[src/rtl/axis_fifo_pkg.sv]
// axis_fifo_pkg: width helpers and beat type shared by the AXI-Stream FIFO files
package axis_fifo_pkg;

    localparam int BEAT_DATA_W = 32;

    typedef struct packed {
        logic [BEAT_DATA_W-1:0]   tdata;
        logic [BEAT_DATA_W/8-1:0] tkeep;
        logic                     tlast;
    } axis_beat_t;

    function automatic int keep_w(input int data_width);
        return data_width / 8;
    endfunction

    function automatic int addr_w(input int depth);
        return $clog2(depth);
    endfunction

endpackage

[src/rtl/axis_fifo_ram.sv]
// axis_fifo_ram: simple dual-port storage, synchronous write and asynchronous read
module axis_fifo_ram
    import axis_fifo_pkg::*;
#(
    parameter int WIDTH  = 37,
    parameter int DEPTH  = 16,
    parameter int ADDR_W = addr_w(DEPTH)
) (
    input  logic              clk,
    input  logic              we,
    input  logic [ADDR_W-1:0] waddr,
    input  logic [WIDTH-1:0]  wdata,
    input  logic [ADDR_W-1:0] raddr,
    output logic [WIDTH-1:0]  rdata
);

    logic [WIDTH-1:0] mem [DEPTH];

    always_ff @(posedge clk) begin
        if (we) mem[waddr] <= wdata;
    end

    assign rdata = mem[raddr];

endmodule

[src/rtl/axis_sync_fifo.sv]
// axis_sync_fifo: first-word-fall-through AXI-Stream FIFO with optional store-and-forward packet mode
module axis_sync_fifo
    import axis_fifo_pkg::*;
#(
    parameter int DATA_WIDTH   = 32,
    parameter int DEPTH        = 16,
    parameter bit PACKET_MODE  = 1'b0,
    parameter int AFULL_THRESH = DEPTH - 2,
    localparam int KEEP_W      = keep_w(DATA_WIDTH),
    localparam int ADDR_W      = addr_w(DEPTH)
) (
    input  logic                  s_axis_aclk,
    input  logic                  s_axis_aresetn,
    input  logic                  s_axis_tvalid,
    output logic                  s_axis_tready,
    input  logic [DATA_WIDTH-1:0] s_axis_tdata,
    input  logic [KEEP_W-1:0]     s_axis_tkeep,
    input  logic                  s_axis_tlast,
    output logic                  m_axis_tvalid,
    input  logic                  m_axis_tready,
    output logic [DATA_WIDTH-1:0] m_axis_tdata,
    output logic [KEEP_W-1:0]     m_axis_tkeep,
    output logic                  m_axis_tlast,
    output logic [ADDR_W:0]       occupancy,
    output logic                  almost_full
);

    localparam int BEAT_W = DATA_WIDTH + KEEP_W + 1;
    localparam logic [ADDR_W:0] FULL = (ADDR_W+1)'(DEPTH);

    logic [ADDR_W:0]   wr_ptr_q, wr_ptr_d, rd_ptr_q, rd_ptr_d, pkt_cnt_q, pkt_cnt_d;
    logic              rdy_q;
    logic              wr_en, rd_en;
    logic [BEAT_W-1:0] rd_beat;

    assign occupancy     = wr_ptr_q - rd_ptr_q;
    assign almost_full   = 32'(occupancy) >= 32'(AFULL_THRESH);
    assign s_axis_tready = rdy_q && (occupancy != FULL);
    // A full FIFO releases an incomplete packet so oversize packets cannot deadlock
    assign m_axis_tvalid = (occupancy != '0) &&
                           (!PACKET_MODE || (pkt_cnt_q != '0) || (occupancy == FULL));
    assign wr_en = s_axis_tvalid && s_axis_tready;
    assign rd_en = m_axis_tvalid && m_axis_tready;
    assign {m_axis_tlast, m_axis_tkeep, m_axis_tdata} = rd_beat;

    always_comb begin
        wr_ptr_d  = wr_ptr_q + (ADDR_W+1)'(wr_en);
        rd_ptr_d  = rd_ptr_q + (ADDR_W+1)'(rd_en);
        pkt_cnt_d = PACKET_MODE ? pkt_cnt_q + (ADDR_W+1)'(wr_en && s_axis_tlast)
                                - (ADDR_W+1)'(rd_en && m_axis_tlast) : '0;
    end

    always_ff @(posedge s_axis_aclk or negedge s_axis_aresetn) begin
        if (!s_axis_aresetn) begin
            wr_ptr_q  <= '0;
            rd_ptr_q  <= '0;
            pkt_cnt_q <= '0;
            rdy_q     <= 1'b0;
        end else begin
            wr_ptr_q  <= wr_ptr_d;
            rd_ptr_q  <= rd_ptr_d;
            pkt_cnt_q <= pkt_cnt_d;
            rdy_q     <= 1'b1;
        end
    end

    axis_fifo_ram #(
        .WIDTH (BEAT_W),
        .DEPTH (DEPTH),
        .ADDR_W(ADDR_W)
    ) u_ram (
        .clk  (s_axis_aclk),
        .we   (wr_en),
        .waddr(wr_ptr_q[ADDR_W-1:0]),
        .wdata({s_axis_tlast, s_axis_tkeep, s_axis_tdata}),
        .raddr(rd_ptr_q[ADDR_W-1:0]),
        .rdata(rd_beat)
    );

endmodule
[config.mk]
export PLATFORM = sky130hd
export DESIGN_NAME = axis_sync_fifo
export DESIGN_NICKNAME = d
export VERILOG_FILES = /design/src/rtl/axis_fifo_pkg.sv /design/src/rtl/axis_fifo_ram.sv /design/src/rtl/axis_sync_fifo.sv
export SDC_FILE = /design/constraint.sdc
export NUM_CORES = 1
export LEC_CHECK = 0
export CAP_MARGIN = 40
export CORE_MARGIN = 2
export CORE_UTILIZATION = 40
export CTS_CLUSTER_SIZE = 24
export DETAILED_ROUTE_END_ITERATION = 6
export HOLD_SLACK_MARGIN = 0.03
export PLACE_DENSITY = 0.56
export SETUP_SLACK_MARGIN = 0.4
export SKIP_LAST_GASP = 1
export SLEW_MARGIN = 20
export SYNTH_ARGS = -nofsm -noshare
export SYNTH_HDL_FRONTEND = slang
export SYNTH_SLANG_ARGS = --single-unit
export TNS_END_PERCENT = 20
[constraint.sdc]
create_clock -name s_axis_aclk -period 5.9 [get_ports s_axis_aclk]
set_input_delay 1.18 -clock s_axis_aclk [delete_from_list [all_inputs] [get_ports s_axis_aclk]]
set_output_delay 1.18 -clock s_axis_aclk [all_outputs]
set_load 0.02 [all_outputs]
==> results.yml, run 1 <==
run_status:
  outcome: "completed"
clock_tree:
  cts-hold-fix-buffers: 0
  clock_sinks: 603
  clk_pin_slew_worst_paths_ps: 60
  cts_tree: "done"
  cts_root_buf: "clkbuf_16"
  htree_levels: 2
  insertion_delay_ps: 620
  cts_setup_buffers: 0
  cts_resized: 0
  clockBufferDepth: 3
  cts-buffers-inserted: 59
synth:
  ys_seq_elements: 603
  synth_cell_types: 35
  async_reset_ff_share_pct: 1.824
  yosysSeqAreaShare_pct: 79.08
  postSynthAreaPerCell_um2: 23.10
  synth_cells: 988
  netlist_area_um2: 22830
  dominantRegCellSynth: "edfxtp_1"
  synth_edf_count: 592
  syn_nets: 1038
  ys.warnings.count: 0
timing:
  worstMarginPinSlew_ps: 991.7
  rsz0062_at_grt: "no"
  hold_viol: 0
  report.final.setup_viol: 0
  fin_setup_tns_ps: 0
  final_max_slew_viol_count: 0
  period_minus_slack_ps: 5008
  slew_headroom_pct: 33.89
  fin_crit_sh_pct: 84.88
  fmax_mhz: 199.7
  clock_skew_ps: 24.58
power:
  ir_drop_v: 0.0003832
  p_leak_nw: 8.303
  powerDensity_nw_per_um2: 481.6
route:
  detail-route-antenna-nets: 0
  finalWirelength_um: 49990
  viasPerCell: 5.420
  dr.first_iter.drc_count: 932
  vias: 10430
  drc: 0
  wl_per_cell_um: 25.97
  drt_pass1_iterations: 5
finish:
  final_cell_mix: "edfxtp_1 (592), mux4_2 (148), clkdlybuf4s50_1 (85)"
  syn_to_final_growth_pct: 16.46
  final_cells: 1925
  final_util_pct: 47.15
  layout_commonest_cell: "edfxtp_1"
  drive_gt1_share_pct: 23.63
  fin_nets: 1168
  postLayoutCellArea_um2: 26580
worst_hold_path:
  hold_class: "flip-flop to flip-flop"
critical_path:
  crit_arrival_ps: 3830
  startpoint_type: "flip-flop"
  worstReg2RegEnd: "u_ram.mem[10][25]"
  crit_start: "rd_ptr_q[0]"
  cp.required_ps: 4720
  crit_path_end: "m_axis_tdata[10]"
  cp_max_fo: 30
  critPathKind: "flip-flop to output port"
  reg2reg_from: "rd_ptr_q[0]"
  cp-end-kind: "output port"
  reg2reg_setup_slack_ps: 2330
  reg2reg_depth: 9
place:
  gp_congestion: 0.6878
  portBuffers: 85
  dpl.hpwl_um: 24610
  postPlaceCellArea_um2: 24800
  dp.cells: 1813
floorplan:
  dieArea_um2: 58990
  coreArea_um2: 56390
  die_w_um: 242.9
  pin_count: 86
  die_h_um: 242.9
  start_util_pct: 40.48
  rows: 87
grt:
  gr-total-overflow: 0
  grt_pass1_wl_um: 73290
  grtUsageTotal_pct: 17.06
  antenna_found_initial: 2
  grt_max_degree: 151
  grt_pass1_vias: 11050
run:
  maxCapViolCount: 0
-- how the worst min path moves through the flow --
stage	from	to	cells after the start
CTS	wr_ptr_q[4]	wr_ptr_q[4]	1
finish	wr_ptr_q[4]	wr_ptr_q[4]	1
global route	wr_ptr_q[4]	wr_ptr_q[4]	1
global placement	rd_ptr_q[4]	rd_ptr_q[4]	1
floorplan	rd_ptr_q[4]	rd_ptr_q[4]	1
detailed placement	wr_ptr_q[4]	wr_ptr_q[4]	1
-- state kept, by name, indices dropped and copies added (netlist names) --
register   flops
u_ram.mem    592
rd_ptr_q       5
wr_ptr_q       5
rdy_q          1
-- per-layer routing --
layer,vias up,track usage (%),part of all wire [%]
li1,4495,-,-
met1,5599,23.12,43
met2,263,28.20,50
met3,75,3.682,5.3
met4,2,4.457,2.1
met5,-,0.08170,0.028
-- metrics by stage --
stage	hold slack [ps]	total power, W	setup slack, ps
6_report	493.9	0.01280	891.9
5_1_grt	516.0	0.01341	566.9
4_1_cts	497.6	0.01302	755.3
3_5_place_dp	489.3	0.009528	1415
3_3_place_gp	479.7	0.009503	1420
2_1_floorplan	463.8	0.007893	-679.6
-- final cells by class --
| class | count | area, µm² |
|---|---|---|
| fillers | 4749 | 29800 |
| clock inverters | 30 | 188.9 |
| flip-flops and latches | 603 | 18060 |
| repair buffers | 118 | 1124 |
| clock buffers | 81 | 1590 |
| multi-input cells | 329 | 4647 |
| well taps | 756 | 945.9 |
| diodes | 1 | 2.502 |
| inverters | 7 | 26.28 |
-- cell families (layout without fill, tap and decap cells) --
| group | count (synthesis) | count (layout) | synth area share [%] |
|---|---|---|---|
| AOI/OAI and AO/OA | 81 | 81 | 2.724 |
| xor gates and xnor gates | 9 | 9 | 0.3453 |
| adders and majority gates | 9 | 9 | 0.5262 |
| buffers and inverters | 56 | 236 | 1.063 |
| DFF | 603 | 603 | 79.08 |
| muxes | 148 | 148 | 14.60 |
| other | 1 | 2 | 0.01643 |
| and+or+nand+nor | 81 | 81 | 1.639 |
-- worst max-delay path: stages (launching register included) --
cell	delay, ps
dfrtp_4	590
buf_4	560
buf_4	570
mux4_2	580
a22oi_1	200
nand2_1	120
clkdlybuf4s50_1	560
-- cell usage after synthesis, types with 2 or more instances --
cell | number | area, µm²
a21oi_1 | 3 | 15.01
nand2b_1 | 3 | 18.77
clkbuf_1 | 26 | 97.59
or3_1 | 2 | 12.51
xnor2_1 | 5 | 43.79
buf_2 | 17 | 85.08
nand2_1 | 41 | 153.9
xor2_1 | 4 | 35.03
buf_1 | 4 | 15.01
dfrtp_1 | 11 | 275.3
inv_1 | 7 | 26.28
nor2_1 | 6 | 22.52
nand3_1 | 5 | 25.02
mux4_2 | 148 | 3333
nor3_1 | 12 | 60.06
edfxtp_1 | 592 | 17780
nor4_1 | 4 | 25.02
ha_1 | 8 | 100.1
a22oi_1 | 74 | 555.5
-- power breakdown --
part	switching [W]	total (W)	internal, W
registers	0.000123	0.00511	0.00499
logic	0.00233	0.00422	0.00190
clock network	0.00151	0.00347	0.00196
(Power assumes the default switching activity.)
==> run 2: changes to the inputs <==
Settings changed: PLACE_DENSITY 0.56 to 0.54.
Clock period 5.9 ns to 5.1 ns, I/O delays scaled along.
==> results.yml, run 2 (synthesized netlist as in run 1, its figures left out) <==
place:
  portBuffers: 85
  dpl.hpwl_um: 25210
  gp_congestion: 0.7128
  pre_cts_ws_ps: 888.5
clock_tree:
  cts-buffers-inserted: 61
  clock_sinks: 603
  cts_tree: "done"
  cts-hold-fix-buffers: 0
  insertion_delay_ps: 600
  clk_pin_slew_worst_paths_ps: 60
  htree_levels: 2
  clockBufferDepth: 3
  cts_root_buf: "clkbuf_16"
finish:
  final_util_pct: 47.53
  largest_reg_flops: 592
  top_regs: "u_ram.mem x592, rd_ptr_q x5, wr_ptr_q x5"
  diodes: 0
  fin_nets: 1173
  regMostFlops: "u_ram.mem"
  final_cell_mix: "edfxtp_1 (592), mux4_2 (148), clkdlybuf4s50_1 (85)"
  drive_gt1_share_pct: 25.43
  layout_commonest_cell: "edfxtp_1"
  syn_to_final_growth_pct: 17.40
floorplan:
  die_w_um: 242.9
  rows: 87
  dieArea_um2: 58990
  die_h_um: 242.9
  coreArea_um2: 56390
  pin_count: 86
  start_util_pct: 40.48
timing:
  hold_viol: 0
  slew_headroom_pct: 35.77
  rsz0062_at_grt: "no"
  period_minus_slack_ps: 4460
  worstMarginPinSlew_ps: 963.5
  final_max_slew_viol_count: 0
  report.final.setup_viol: 0
  clock_skew_ps: 16.88
  fin_setup_tns_ps: 0
  holdWs_ps: 490.9
  final.setup.worst_slack_ps: 640.3
  fmax_mhz: 224.2
  fin_crit_sh_pct: 87.45
worst_hold_path:
  min_delay_worst_endpoint: "wr_ptr_q[4]"
  hold_depth: 1
  hold_class: "flip-flop to flip-flop"
  hp-start: "wr_ptr_q[4]"
critical_path:
  reg2reg_setup_slack_ps: 1540
  startpoint_type: "flip-flop"
  cp-end-kind: "output port"
  cp_cell_sequence: "inv_1 -> ha_1 -> inv_1 -> fa_1 -> nand2b_1 -> a2111o_1 -> a211oi_4 -> nor2b_1 -> clkdlybuf4s50_1"
  worst_path_most_repeated_cell: "inv_1"
  crit_slowest_cell: "clkdlybuf4s50_1"
  crit_buf_inv: 3
  cp_max_fo: 8
  reg2reg_depth: 11
  crit_family: "compound AO/OA/AOI/OAI gates"
  max_stage_delay_ps: 530
  worstReg2RegEnd: "u_ram.mem[10][23]"
  crit_arrival_ps: 3440
  cp.required_ps: 4080
  critPathKind: "flip-flop to output port"
  reg2reg_from: "wr_ptr_q[0]"
grt:
  grtUsageTotal_pct: 17.06
  antenna_found_initial: 3
  grt_pass1_vias: 11210
  grt_pass1_wl_um: 74220
  grt_max_degree: 151
  gr-total-overflow: 0
route:
  vias: 10460
  dr.first_iter.drc_count: 770
  drt_pass1_iterations: 5
  detail-route-antenna-nets: 0
  finalWirelength_um: 49650
  drc: 0
  viasPerCell: 5.425
  wl_per_cell_um: 25.75
run:
  maxCapViolCount: 0
power:
  p_leak_nw: 8.397
  powerDensity_nw_per_um2: 565.7
  power.total_w: 0.01516
  ir_drop_v: 0.0004494
run_status:
  outcome: "completed"
## run 2: cell count changes in the layout (fill, tap and decap cells not counted)
cell,change
clkbuf_1,-4
bufinv_16,+3
clkinv_1,-13
buf_12,+3
clkinvlp_4,+4
clkinv_2,+11
nor4_2,-4
nor4_4,+4
clkinv_8,-1
diode_2,-1
dfrtp_1,-1
clkbuf_16,+1
dfrtp_2,+1
## run 2: timing repair
item,4_1_cts,5_1_grt
buffers inserted,1,0
hold endpoints to repair,0,0
resized for setup,1,0
endpoints found under the setup margin,1,0
## run 2: final cells by class
class	instances	area, µm²
Clock buffer	78	1600
Clock inverter	34	299.0
Fill cell	4735	29590
Inverter	7	26.28
Multi-Input combinational cell	329	4682
Sequential cell	603	18060
Tap cell	756	945.9
Timing Repair Buffer	121	1184
## run 2: metal layers
layer / up-vias / GRT usage, % / part of all wire, %
met5: - / 0 / 0.087
met4: 6 / 4.313 / 1.8
met3: 69 / 2.676 / 4.2
met2: 221 / 28.34 / 50
met1: 5664 / 23.71 / 44
li1: 4500 / - / -
## run 2: worst max path at each step
stage	startpoint	to	slack [ps]	cells after the start
2_1_floorplan	rd_ptr_q[1]	u_ram.mem[3][0]	-530	10
3_3_place_gp	wr_ptr_q[0]	s_axis_tready	930	9
3_5_place_dp	wr_ptr_q[0]	s_axis_tready	890	9
4_1_cts	rd_ptr_q[0]	m_axis_tdata[17]	570	5
5_1_grt	wr_ptr_q[0]	s_axis_tready	440	9
6_report	wr_ptr_q[0]	s_axis_tready	640	9
## run 2: through the flow
stage          std cells  instance area [µm²]
2_1_floorplan        988                22850
3_3_place_gp        1812                24860
3_5_place_dp        1814                24880
4_1_cts             1927                26790
5_1_grt             1928                26800
6_report            1928                26800
## run 2: power breakdown
group | internal (W) | switching [W] | total, W
sequential | 0.00577 | 0.000126 | 0.00590
combinational | 0.00225 | 0.00274 | 0.00500
clock | 0.00246 | 0.00181 | 0.00427
==> run 3: changes to the inputs <==
Settings changed: SKIP_LAST_GASP 1 to not set.
==> results of run 3 <==
No change in the layout: final DEF, timing and power equal those of run 2.
